<file path="src/rtl/regfile_pkg.sv">
// Shared constants and types for the Rissy 16-bit CPU register file.
package regfile_pkg;

    localparam int DATA_W   = 16;
    localparam int ADDR_W   = 3;
    localparam int NUM_REGS = 8;
    localparam int PC_REG   = 7;

    typedef logic [DATA_W-1:0]   word_t;
    typedef logic [ADDR_W-1:0]   reg_idx_t;
    typedef word_t [NUM_REGS-1:0] reg_array_t;

    localparam reg_idx_t PC_IDX = reg_idx_t'(PC_REG);

endpackage

</file>
<file path="src/rtl/register_file_8x16_if.sv">
// Decode/execute-facing bus of the register file: one write port, two read ports, PC tap.
interface register_file_8x16_if;
    import regfile_pkg::*;

    logic     write_en;
    logic     read_en;
    word_t    write_data;
    reg_idx_t write_add;
    reg_idx_t ra_add;
    reg_idx_t rb_add;
    word_t    address;
    word_t    data_a;
    word_t    data_b;

    modport master (
        output write_en, read_en, write_data, write_add, ra_add, rb_add,
        input  address, data_a, data_b
    );

    modport slave (
        input  write_en, read_en, write_data, write_add, ra_add, rb_add,
        output address, data_a, data_b
    );

endinterface

</file>
<file path="src/rtl/regfile_read_port.sv">
// One combinational read port: 8:1 mux, optional write-data forwarding, read-enable gating.
// Forwarding is built only when REGFILE_BYPASS_EN is defined.
module regfile_read_port
    import regfile_pkg::*;
(
    input  logic       rst,
    input  reg_array_t regs_i,
    input  reg_idx_t   idx_i,
    input  logic       read_en_i,
    input  logic       write_en_i,
    input  reg_idx_t   write_add_i,
    input  word_t      write_data_i,
    output word_t      data_o
);

    word_t sel;

    always_comb begin
        // NOTE: default first so every path assigns sel and no latch is inferred.
        sel = regs_i[idx_i];
`ifdef REGFILE_BYPASS_EN
        if (write_en_i && rst && (idx_i == write_add_i)) begin
            sel = write_data_i;
        end
`endif
        data_o = read_en_i ? sel : '0;
    end

`ifndef REGFILE_BYPASS_EN
    // Write-side inputs only feed the forwarding compare.
    logic bypass_unused;
    assign bypass_unused = ^{rst, write_en_i, write_add_i, write_data_i};
`endif

endmodule

</file>
<file path="src/rtl/register_file_8x16.sv">
// 8 x 16-bit register file: array storage and write decode; reads via regfile_read_port.
// Optional write-to-read forwarding: define REGFILE_BYPASS_EN.
module register_file_8x16
    import regfile_pkg::*;
(
    input logic                 clk,
    input logic                 rst,
    register_file_8x16_if.slave rf
);

    reg_array_t regs_q;
    reg_array_t regs_d;

    // Index only under write_en so unknown indices never touch the array.
    always_comb begin
        regs_d = regs_q;
        if (rf.write_en) begin
            regs_d[rf.write_add] = rf.write_data;
        end
    end

    // NOTE: the whole array is reset; fetch relies on PC_REG starting at zero.
    always_ff @(posedge clk or negedge rst) begin
        if (!rst) begin
            regs_q <= '0;
        end else begin
            regs_q <= regs_d;
        end
    end

    regfile_read_port u_port_a (
        .rst          (rst),
        .regs_i       (regs_q),
        .idx_i        (rf.ra_add),
        .read_en_i    (rf.read_en),
        .write_en_i   (rf.write_en),
        .write_add_i  (rf.write_add),
        .write_data_i (rf.write_data),
        .data_o       (rf.data_a)
    );

    regfile_read_port u_port_b (
        .rst          (rst),
        .regs_i       (regs_q),
        .idx_i        (rf.rb_add),
        .read_en_i    (rf.read_en),
        .write_en_i   (rf.write_en),
        .write_add_i  (rf.write_add),
        .write_data_i (rf.write_data),
        .data_o       (rf.data_b)
    );

    // Fetch address: fixed PC index, never gated by read_en.
    regfile_read_port u_port_pc (
        .rst          (rst),
        .regs_i       (regs_q),
        .idx_i        (PC_IDX),
        .read_en_i    (1'b1),
        .write_en_i   (rf.write_en),
        .write_add_i  (rf.write_add),
        .write_data_i (rf.write_data),
        .data_o       (rf.address)
    );

endmodule

</file>
<file path="src/flat_wrapper.sv">
// flat-port wrapper written by rule: the top's interface ports become plain ports
module register_file_8x16_flat import regfile_pkg::*;
  (clk, rst, rf_write_en, rf_read_en, rf_write_data, rf_write_add, rf_ra_add, rf_rb_add, rf_address, rf_data_a, rf_data_b);
  register_file_8x16_if rf_i ();
  input logic clk;
  input logic rst;
  input wire logic [$bits(rf_i.write_en)-1:0] rf_write_en;
  input wire logic [$bits(rf_i.read_en)-1:0] rf_read_en;
  input wire logic [$bits(rf_i.write_data)-1:0] rf_write_data;
  input wire logic [$bits(rf_i.write_add)-1:0] rf_write_add;
  input wire logic [$bits(rf_i.ra_add)-1:0] rf_ra_add;
  input wire logic [$bits(rf_i.rb_add)-1:0] rf_rb_add;
  output wire logic [$bits(rf_i.address)-1:0] rf_address;
  output wire logic [$bits(rf_i.data_a)-1:0] rf_data_a;
  output wire logic [$bits(rf_i.data_b)-1:0] rf_data_b;
  assign rf_i.write_en = rf_write_en;
  assign rf_i.read_en = rf_read_en;
  assign rf_i.write_data = rf_write_data;
  assign rf_i.write_add = rf_write_add;
  assign rf_i.ra_add = rf_ra_add;
  assign rf_i.rb_add = rf_rb_add;
  assign rf_address = rf_i.address;
  assign rf_data_a = rf_i.data_a;
  assign rf_data_b = rf_i.data_b;
  register_file_8x16 u_core (.clk(clk), .rst(rst), .rf(rf_i));
endmodule
</file>
<file path="config.mk">
export PLATFORM = sky130hd
export DESIGN_NAME = register_file_8x16_flat
export DESIGN_NICKNAME = d
export VERILOG_FILES = /design/src/rtl/regfile_pkg.sv /design/src/rtl/register_file_8x16_if.sv /design/src/rtl/regfile_read_port.sv /design/src/rtl/register_file_8x16.sv /design/src/flat_wrapper.sv
export SDC_FILE = /design/constraint.sdc
export NUM_CORES = 1
export LEC_CHECK = 0
export CAP_MARGIN = 5
export CORE_MARGIN = 3
export CORE_UTILIZATION = 35
export DETAILED_ROUTE_END_ITERATION = 10
export GPL_ROUTABILITY_DRIVEN = 0
export PLACE_DENSITY_LB_ADDON = 0.15
export SLEW_MARGIN = 20
export SYNTH_ARGS = -nofsm -noshare
export SYNTH_HDL_FRONTEND = slang
export SYNTH_SLANG_ARGS = --single-unit
</file>
<file path="constraint.sdc">
create_clock -name clk -period 1.7 [get_ports clk]
set_input_delay 0.34 -clock clk [delete_from_list [all_inputs] [get_ports clk]]
set_output_delay 0.34 -clock clk [all_outputs]
set_load 0.005 [all_outputs]
</file>
==> summary.txt <==
Outcome
  – Status: finished with violations
  – Violated checks: negative setup slack

Yosys
  – Mapped cell area: 0.00717 mm^2
  – Register area share after synthesis: 0.447
  – Register bit total from synthesis: 128
  – Largest cells by area after synthesis: dfrtp_1 (45%), mux2_2 (24%), mux4_2 (10%)
  – Cell taking the most area after synthesis: dfrtp_1
  – YS warnings: 0
  – Mean Syn Cell Area: 13.9 um^2
  – Netlist cell types: 23
  – Cells after synthesis: 515
  – Synthesized Nets: 544
  – Share of the synthesized area in the top cell type: 0.447

Detailed routing
  – Final WL: 20500 um
  – Drt pass-1 iters: 4
  – Vias per cell: 5.29
  – Drt initial violations: 186
  – Post-route DRC violation count: 0
  – ANT nets after route: 0
  – Routed len/inst: 21.7 um
  – Vias: 4997

Min path
  – Hold WC Path Type: in -> async

STA
  – Worst slew margin: 0.678
  – Worst Skew: 0 ns
  – Final period util: 1.20
  – Final worst path period need: 2.04 ns
  – Slew Viols, Final: 0
  – Unrepaired setup endpoints after global routing: yes
  – PnR worst setup slack: -0.337 ns
  – Worst slew pin tran: 0.483 ns
  – Final Hold Viols: 0
  – Max Clock Freq: 0.491 GHz
  – Setup Viol. Count Final: 32

Clock network
  – TritonCTS clock tree: yes
  – Clk buf depth: 2
  – # clock sinks: 128
  – Htree depth: 4
  – CTS Root Buffer Type: clkbuf_16
  – Clk Latency, worst-skew pair: 0.41 ns
  – Clock-pin slew on the worst setup and hold paths: 0.06 ns
  – TritonCTS Buffers: 17

Cells and area
  – Share of cells above drive strength 1: 0.662
  – Top flop regs: u_core.regs_q: 128 flops
  – Nets: 697
  – Top reg by flops: u_core.regs_q
  – Most common cell after layout, fill and taps aside: mux2_2
  – Non-Filler Instances: 945
  – Flip-flop count of the largest register after layout: 128
  – Final Core Density: 0.493
  – Most frequent cells in the layout: mux2_2 (150), dfrtp_1 (128), buf_4 (77)
  – Antenna Cells: 0
  – Layout area overhead: 35.9%

Global route
  – Grt ovf: 0
  – Initial antenna violation count: 0
  – Largest net degree at the start of global routing: 44
  – Total Routing Usage GR: 0.191
  – First-pass GRT wire length: 32000 um
  – Vias in the first global route: 5498

Setup path
  – Max FO, Critical Path: 2
  – CP Buf/Inv Count: 3
  – Worst path max stage delay: 0.47 ns
  – CP arrival: 1.70 ns
  – CP Class: reg -> out
  – Critical-path top delay cell: mux4_2
  – CP Launch Type: register
  – Crit path required time: 1.36 ns
  – Cell Chain, Critical Path: buf_4 > mux4_2 > inv_2 > a221oi_2 > buf_2
  – Nature of the critical path endpoint: output pin
  – Largest delay contributor family on the critical path: multiplexers

Floorplanning
  – Die area: 0.0222 mm^2
  – CORE AREA: 0.0198 mm^2
  – Die Ht: 149 um
  – # rows: 51
  – Die width: 149 um
  – Top Ports: 77
  – Initial Util: 0.362

Pwr
  – Comb pwr share: 0.279
  – Switching share of power: 0.278
  – Leakage Power: 4.32 nW
  – Cell Int Power: 7.72 mW
  – Power share of the sequential group: 0.396
  – Total power: 10.7 mW
  – Clk pwr share: 0.325
  – Pwr per Cell Area: 1100 mW/mm^2
  – Worst vdd ir: 0.784 mV
  – Psw: 2.97 mW

Flow run
  – Max Cap Viol: 0

Placed design
  – Placed Cells: 892
  – Post-DP HPWL: 14200 um
  – PortBufs: 76
[path summary, 6_finish.rpt]
check | from | end | slack (ns) | cells past startpoint
min reg2reg | u_core.regs_q[51] | u_core.regs_q[51] | 0.52 | 1
max | u_core.regs_q[114] | rf_data_a[2] | -0.34 | 5
min | rst | u_core.regs_q[73] | 0.43 | 2
max in group asynchronous | rst | u_core.regs_q[0] | 0.64 | 3
max reg2reg | u_core.regs_q[112] | u_core.regs_q[112] | 0.58 | 4
min in group clk | u_core.regs_q[51] | u_core.regs_q[51] | 0.52 | 1
[layer usage]
| metal | part of all wire | up-vias | GRT usage |
|---|---|---|---|
| met1 | 0.45 | 2638 | 0.250 |
| li1 | - | 2252 | - |
| met3 | 0.029 | 19 | 0.0377 |
| met2 | 0.50 | 88 | 0.327 |
| met5 | 0 | - | 0 |
| met4 | 0.013 | 0 | 0.0503 |
[cells in the mapped netlist, drive strengths merged]
cell type	n
mux2	160
nor3b	2
dfrtp	128
nor3	2
buf	45
a221oi	32
nand4b	3
o21ai	32
mux4	32
mux2i	32
inv	32
nand2b	3
nor2	2
nand2	1
clkbuf	8
nand4	1
[power groups by stage]
stage	clock network, mW	registers, mW	logic, mW
final	3.47	4.23	2.99
after global placement	0	4.22	2.75
after CTS	3.56	4.22	2.98
after detailed placement	0	4.27	2.80
after floorplan	0	4.11	1.74
after global routing	3.70	4.32	3.22
[cells by family after synthesis]
group | count (synthesis) | share of synthesized area
muxes | 224 | 0.402
DFF | 128 | 0.447
buffers and inverters | 85 | 0.0681
AOI/OAI and AO/OA | 64 | 0.0614
and+or+nand+nor | 14 | 0.0222
[stage by stage]
step / hold slack (ns) / area (um^2) / setup slack, ns / setup TNS, ns
6_report: 0.434 / 9740 / -0.337 / -6.63
5_1_grt: 0.468 / 9740 / -0.390 / -8.46
2_1_floorplan: 0.0444 / 7170 / 0.0459 / 0
3_5_place_dp: 0.335 / 8880 / -1.09 / -58.30
4_1_cts: 0.446 / 9700 / -0.349 / -7.37
3_3_place_gp: 0.334 / 8880 / -1.08 / -54.23
[area by class of cell]
| class | instances | area (um^2) |
|---|---|---|
| clock buffers | 18 | 439 |
| flip-flops and latches | 128 | 3200 |
| multi-input cells | 302 | 3690 |
| well taps | 265 | 332 |
| fillers | 1773 | 10000 |
| repair buffers | 187 | 1830 |
| inverters | 32 | 120 |
| clock inverters | 13 | 121 |
[worst register-to-register path: stages, from the launching register on]
cell and delay [ns]:
dfrtp_1 0.38, buf_4 0.13, buf_4 0.12, buf_4 0.12, mux2_2 0.25
[timing repair]
item,4_1_cts,5_1_grt
endpoints found under the hold margin,29,0
gates cloned,3,0
setup endpoints to repair,48,36
hold buffers,1,0
pin swaps,3,3
buffers inserted,16,5
resized for setup,241,14
Power figures use the tool's default switching activity.
